## src/rtl/serial_subtractor_pkg.sv

```systemverilog
// Shared definitions for the bit-serial subtractor: FSM encodings and default width.
package serial_subtractor_pkg;

  typedef enum logic [1:0] {
    ST_IDLE  = 2'd0,
    ST_SHIFT = 2'd1,
    ST_DONE  = 2'd2
  } state_t;

  localparam int WIDTH_DEFAULT = 4;

endpackage : serial_subtractor_pkg

```

## src/rtl/full_subtractor.sv

```systemverilog
// One-bit full subtractor: d = x - y - bin, with borrow out.
module full_subtractor (
  input  logic x,
  input  logic y,
  input  logic bin,
  output logic d,
  output logic bout
);

  assign d    = x ^ y ^ bin;
  assign bout = (~x & y) | (~(x ^ y) & bin);

endmodule : full_subtractor

```

## src/rtl/serial_subtractor.sv

```systemverilog
// Bit-serial WIDTH-bit subtractor, LSB first, one bit per clock, start/done handshake.
module serial_subtractor
  import serial_subtractor_pkg::*;
#(
  parameter int WIDTH = WIDTH_DEFAULT
) (
  input  logic             clk,
  input  logic             rst_n,
  input  logic             start,
  input  logic [WIDTH-1:0] a,
  input  logic [WIDTH-1:0] b,
  input  logic             borrow_in,
  output logic             busy,
  output logic             done,
  output logic [WIDTH-1:0] diff,
  output logic             borrow_out
);

  localparam int CW = $clog2(WIDTH);

  state_t           state_reg, state_next;
  logic [WIDTH-1:0] a_sr_reg, b_sr_reg, r_sr_reg;
  logic [WIDTH-1:0] diff_reg;
  logic             borrow_out_reg;
  logic             brw_reg;
  logic [CW-1:0]    cnt_reg;

  logic             bit_d, bit_bout;
  logic             accept, last_bit;
  logic [WIDTH-1:0] r_sr_next;

  full_subtractor u_fs (
    .x    (a_sr_reg[0]),
    .y    (b_sr_reg[0]),
    .bin  (brw_reg),
    .d    (bit_d),
    .bout (bit_bout)
  );

  assign accept    = start && ((state_reg == ST_IDLE) || (state_reg == ST_DONE));
  assign last_bit  = (state_reg == ST_SHIFT) && (cnt_reg == CW'(WIDTH - 1));
  assign r_sr_next = {bit_d, r_sr_reg[WIDTH-1:1]};

  always_ff @(posedge clk or negedge rst_n) begin
    if (!rst_n) begin
      state_reg <= ST_IDLE;
    end else begin
      state_reg <= state_next;
    end
  end

  always_comb begin
    state_next = state_reg;
    case (state_reg)
      ST_IDLE:  if (start) state_next = ST_SHIFT;
      ST_SHIFT: if (last_bit) state_next = ST_DONE;
      ST_DONE:  state_next = start ? ST_SHIFT : ST_IDLE;
      default:  state_next = ST_IDLE;
    endcase
  end

  always_comb begin
    busy = (state_reg == ST_SHIFT);
    done = (state_reg == ST_DONE);
  end

  // Datapath: operand capture, serial shift, and result hold registers.
  always_ff @(posedge clk or negedge rst_n) begin
    if (!rst_n) begin
      a_sr_reg       <= '0;
      b_sr_reg       <= '0;
      r_sr_reg       <= '0;
      brw_reg        <= 1'b0;
      cnt_reg        <= '0;
      diff_reg       <= '0;
      borrow_out_reg <= 1'b0;
    end else if (accept) begin
      a_sr_reg <= a;
      b_sr_reg <= b;
      brw_reg  <= borrow_in;
      cnt_reg  <= '0;
    end else if (state_reg == ST_SHIFT) begin
      a_sr_reg <= {1'b0, a_sr_reg[WIDTH-1:1]};
      b_sr_reg <= {1'b0, b_sr_reg[WIDTH-1:1]};
      r_sr_reg <= r_sr_next;
      brw_reg  <= bit_bout;
      if (last_bit) begin
        // Counter parks at zero rather than wrapping past WIDTH-1.
        cnt_reg        <= '0;
        diff_reg       <= r_sr_next;
        borrow_out_reg <= bit_bout;
      end else begin
        cnt_reg <= cnt_reg + 1'b1;
      end
    end
  end

  assign diff       = diff_reg;
  assign borrow_out = borrow_out_reg;

endmodule : serial_subtractor

```

## config.mk

```make
export PLATFORM = sky130hd
export DESIGN_NAME = serial_subtractor
export DESIGN_NICKNAME = d
export VERILOG_FILES = /design/src/rtl/serial_subtractor_pkg.sv /design/src/rtl/full_subtractor.sv /design/src/rtl/serial_subtractor.sv
export SDC_FILE = /design/constraint.sdc
export NUM_CORES = 1
export LEC_CHECK = 0
export BUFFER_PORTS_ARGS = -buffer_cell sky130_fd_sc_hd__buf_2
export CAP_MARGIN = 20
export CORE_ASPECT_RATIO = 1.2
export CORE_UTILIZATION = 53
export DETAILED_ROUTE_END_ITERATION = 7
export PLACE_DENSITY = 0.75
export SYNTH_ARGS = -nofsm -noshare
export SYNTH_HDL_FRONTEND = slang
export SYNTH_SLANG_ARGS = --single-unit
export TNS_END_PERCENT = 1
```

## constraint.sdc

```tcl
create_clock -name clk -period 1.7 [get_ports clk]
set_input_delay 0.085 -clock clk [delete_from_list [all_inputs] [get_ports clk]]
set_output_delay 0.085 -clock clk [all_outputs]
set_load 0.005 [all_outputs]
```

==> flow_summary.toml <==
[setup_path]
cpMaxStageDelayCell = "sky130_fd_sc_hd__dfrtp_1"
worst_path_largest_cell_delay_ps = 770
cp_num_buf_inv = 2
worstSetupStartpointType = "register"
critical_path_required_ps = 1620
timing.critical_path.arrival_ps = 1460
reg2reg_from = "state_reg[0]"
critical_path.cell_chain = "nand2b_4, inv_4, buf_2"
critical_path.endpoint_type = "output pin"
worst-path-max-fanout = 18
critPathKind = "reg -> out"
critPathTopFamily = "flip-flops"
crit_path_start = "state_reg[0]"

[finish]
drive_gt1_frac = 0.2897
layout-area-overhead-vs-synth_pct = 12.45
n_antenna_cell = 0
finish.instance_area_mm2 = 0.001141
final_net_count = 122
register_cell_area_after_layout_um2 = 525.5
total_area_of_multi_input_combinational_cells_um2 = 439.2
layout.filler_cells = 127
final_core_util = 0.6628

[route]
m1WireLength_um = 733
antenna_violating_nets_post_route = 0
drtIter0Drc = 8
via_per_inst = 5.560
maxUsedRoutingLayer = "met4"
detailroute.via_count = 695
postRouteWirelength_um = 1623
detail_route.first_pass.iterations = 4
detailroute.wirelength.met3_um = 45
wire_length_on_met2_um = 834
drt-wirelength-per-cell_um = 12.98
drt_drc_violations_left = 0

[power]
power.ir.vdd_worst_mv = 0.8395
power_density_mw_per_mm2 = 1819
leakage_nw = 0.5806

[timing]
final_hold_viol_count = 0
number_of_max_slew_violations_in_the_final_report = 0
worst_slew_pin_slew_ps = 638.3
timing.final.setup_violations = 0
max-slew-margin-rel = 0.5745
finalSetupTns_ps = 0
layout_min_cycle_time_ps = 1541
timing.clock.skew_ps = 6.381
grt_setup_unrepaired = "no"
fmaxAchievable_mhz = 648.8
period_share = 0.9066

[yosys]
synth_cells = 87
synth.cells.most_frequent = "21 x sky130_fd_sc_hd__dfrtp_1, 10 x sky130_fd_sc_hd__nand2_1, 5 x sky130_fd_sc_hd__mux2_4, 5 x sky130_fd_sc_hd__nor2b_1"
netlist.area_leader.share = 0.5179
post-synth-top-area-cell = "sky130_fd_sc_hd__dfrtp_1"
synth-edff-count = 0
mappedNetlistArea_mm2 = 0.001015
post_synth_num_cell_types = 25
synth.top_cells.by_area = "sky130_fd_sc_hd__dfrtp_1 52%, sky130_fd_sc_hd__mux2_4 7.4%, sky130_fd_sc_hd__mux2i_1 3.9%, sky130_fd_sc_hd__nand2_1 3.7%, sky130_fd_sc_hd__a22o_1 3.5%"
synth-main-ff-cell = "sky130_fd_sc_hd__dfrtp_1"
synth_seq_area_share = 0.5179
syn-mean-instance-area_um2 = 11.66
postSynthNetCount = 101
synthesis_warning_total = 0
ys_async_sr_fraction = 1.000
synth.ff_latch_count = 21
post-synth-top-count-cell = "sky130_fd_sc_hd__dfrtp_1"

[floorplanning]
design.die.area_mm2 = 0.002094
floorplan.die.height_um = 49.93
rows = 16
die_width_um = 41.95
core_mm2 = 0.001722
design.portCount = 19
starting_density_of_the_core = 0.5894

[placement]
placed_cell_area_mm2 = 0.001095
routabilityCongestion = 0.7463
hpwlAfterDp_um = 1205
io_buffers = 18

[grt]
global_route.usage.total = 0.1780
grt_pass1_vias = 660
globalRoute.totalOverflow = 0
grt_antenna_before_repair = 0
maximum_number_of_pins_on_one_net_before_global_route_repair = 22
wire_length_of_the_first_global_routing_pass_um = 2849

[clock_tree]
clock_sinks = 21
clkTransAtPathRegs_ps = 110
cts_tree = "built"
htree_levels = 1
post_cts_hold_buffer_count = 1
cts_resized = 0
cts.path.max_buffers = 2
clk_root_buffer_cell = "sky130_fd_sc_hd__clkbuf_4"
numCtsBuffers = 3
postCtsSetupRepairBufs = 0
insertion_delay_ps = 300

[worst_hold_path]
holdCritStartpoint = "a[2]"
holdCritPathClass = "in -> reg"

[outcome]
run_status = "finished, final reports clean"

[job]
cap_violations = 0
-- kinds of logic (layout without fill, tap and decap cells) --
| logic type | count (synthesis) | count (layout) | synth area share |
|---|---|---|---|
| buffers and inverters | 8 | 28 | 0.04932 |
| AO/OA/AOI/OAI | 19 | 19 | 0.1258 |
| adder cells (fa/ha/maj) | 2 | 2 | 0.03206 |
| flip-flops | 21 | 21 | 0.5179 |
| multiplexers | 10 | 10 | 0.1245 |
| AND/OR/NAND/NOR | 27 | 27 | 0.1504 |
-- layer usage --
metal / track usage / vias up
li1: - / 345
met1: 0.2262 / 330
met2: 0.3073 / 18
met3: 0.02198 / 2
met4: 0.06452 / 0
met5: 0 / -
-- cell usage in the layout (no fill, tap or decap), types with 2 or more instances in the layout --
master / instances
sky130_fd_sc_hd__dfrtp_1: 21
sky130_fd_sc_hd__buf_2: 18
sky130_fd_sc_hd__nand2_1: 10
sky130_fd_sc_hd__nor2b_1: 5
sky130_fd_sc_hd__mux2_4: 5
sky130_fd_sc_hd__mux2i_1: 4
sky130_fd_sc_hd__a211oi_1: 4
sky130_fd_sc_hd__a21oi_1: 4
sky130_fd_sc_hd__nor2_1: 4
sky130_fd_sc_hd__a22o_1: 4
sky130_fd_sc_hd__inv_1: 3
sky130_fd_sc_hd__o21ai_0: 3
sky130_fd_sc_hd__nor3_1: 3
sky130_fd_sc_hd__clkbuf_4: 3
sky130_fd_sc_hd__a21o_1: 2
sky130_fd_sc_hd__o22ai_1: 2
sky130_fd_sc_hd__dlygate4sd3_1: 2
-- where the power goes --
group	internal (mW)	switching [mW]	leakage [nW]
Clock	0.0913	0.144	0.0150
Combinational	0.497	0.375	0.308
Sequential	0.738	0.231	0.257
Total	1.33	0.750	0.581
-- cell type report --
class,count,area share
Clock buffer,4,0.02303
Sequential cell,21,0.4605
Inverter,4,0.01535
Timing Repair Buffer,20,0.09649
Multi-Input combinational cell,58,0.3849
Tap cell,18,0.01974
-- per-stage QoR --
stage / setup slack (ps) / std cells / hold WS [ps] / power, mW
floorplan: 440.6 / 87 / -210.6 / 1.658
global placement: 335.2 / 119 / 57.01 / 1.828
detailed placement: 308.1 / 119 / 61.31 / 1.870
CTS: 154.0 / 124 / 0.1741 / 2.103
global route: 53.16 / 125 / 68.64 / 2.280
finish: 158.8 / 125 / 60.29 / 2.075
-- worst min-delay path, stage by stage --
cell and delay [ps]:
sky130_fd_sc_hd__buf_2 80, sky130_fd_sc_hd__o22ai_1 50, sky130_fd_sc_hd__nor2_1 100
-- worst paths after layout --
check	to	slack [ps]	depth (start not counted)
max in group asynchronous	r_sr_reg[1]	1130	2
setup reg to reg	diff[1]	290	2
setup / recovery	busy	160	3
min in group asynchronous	cnt_reg[1]	250	2
hold / removal	a_sr_reg[2]	60	3
hold reg to reg	borrow_out	490	2
Power figures use the tool's default switching activity.
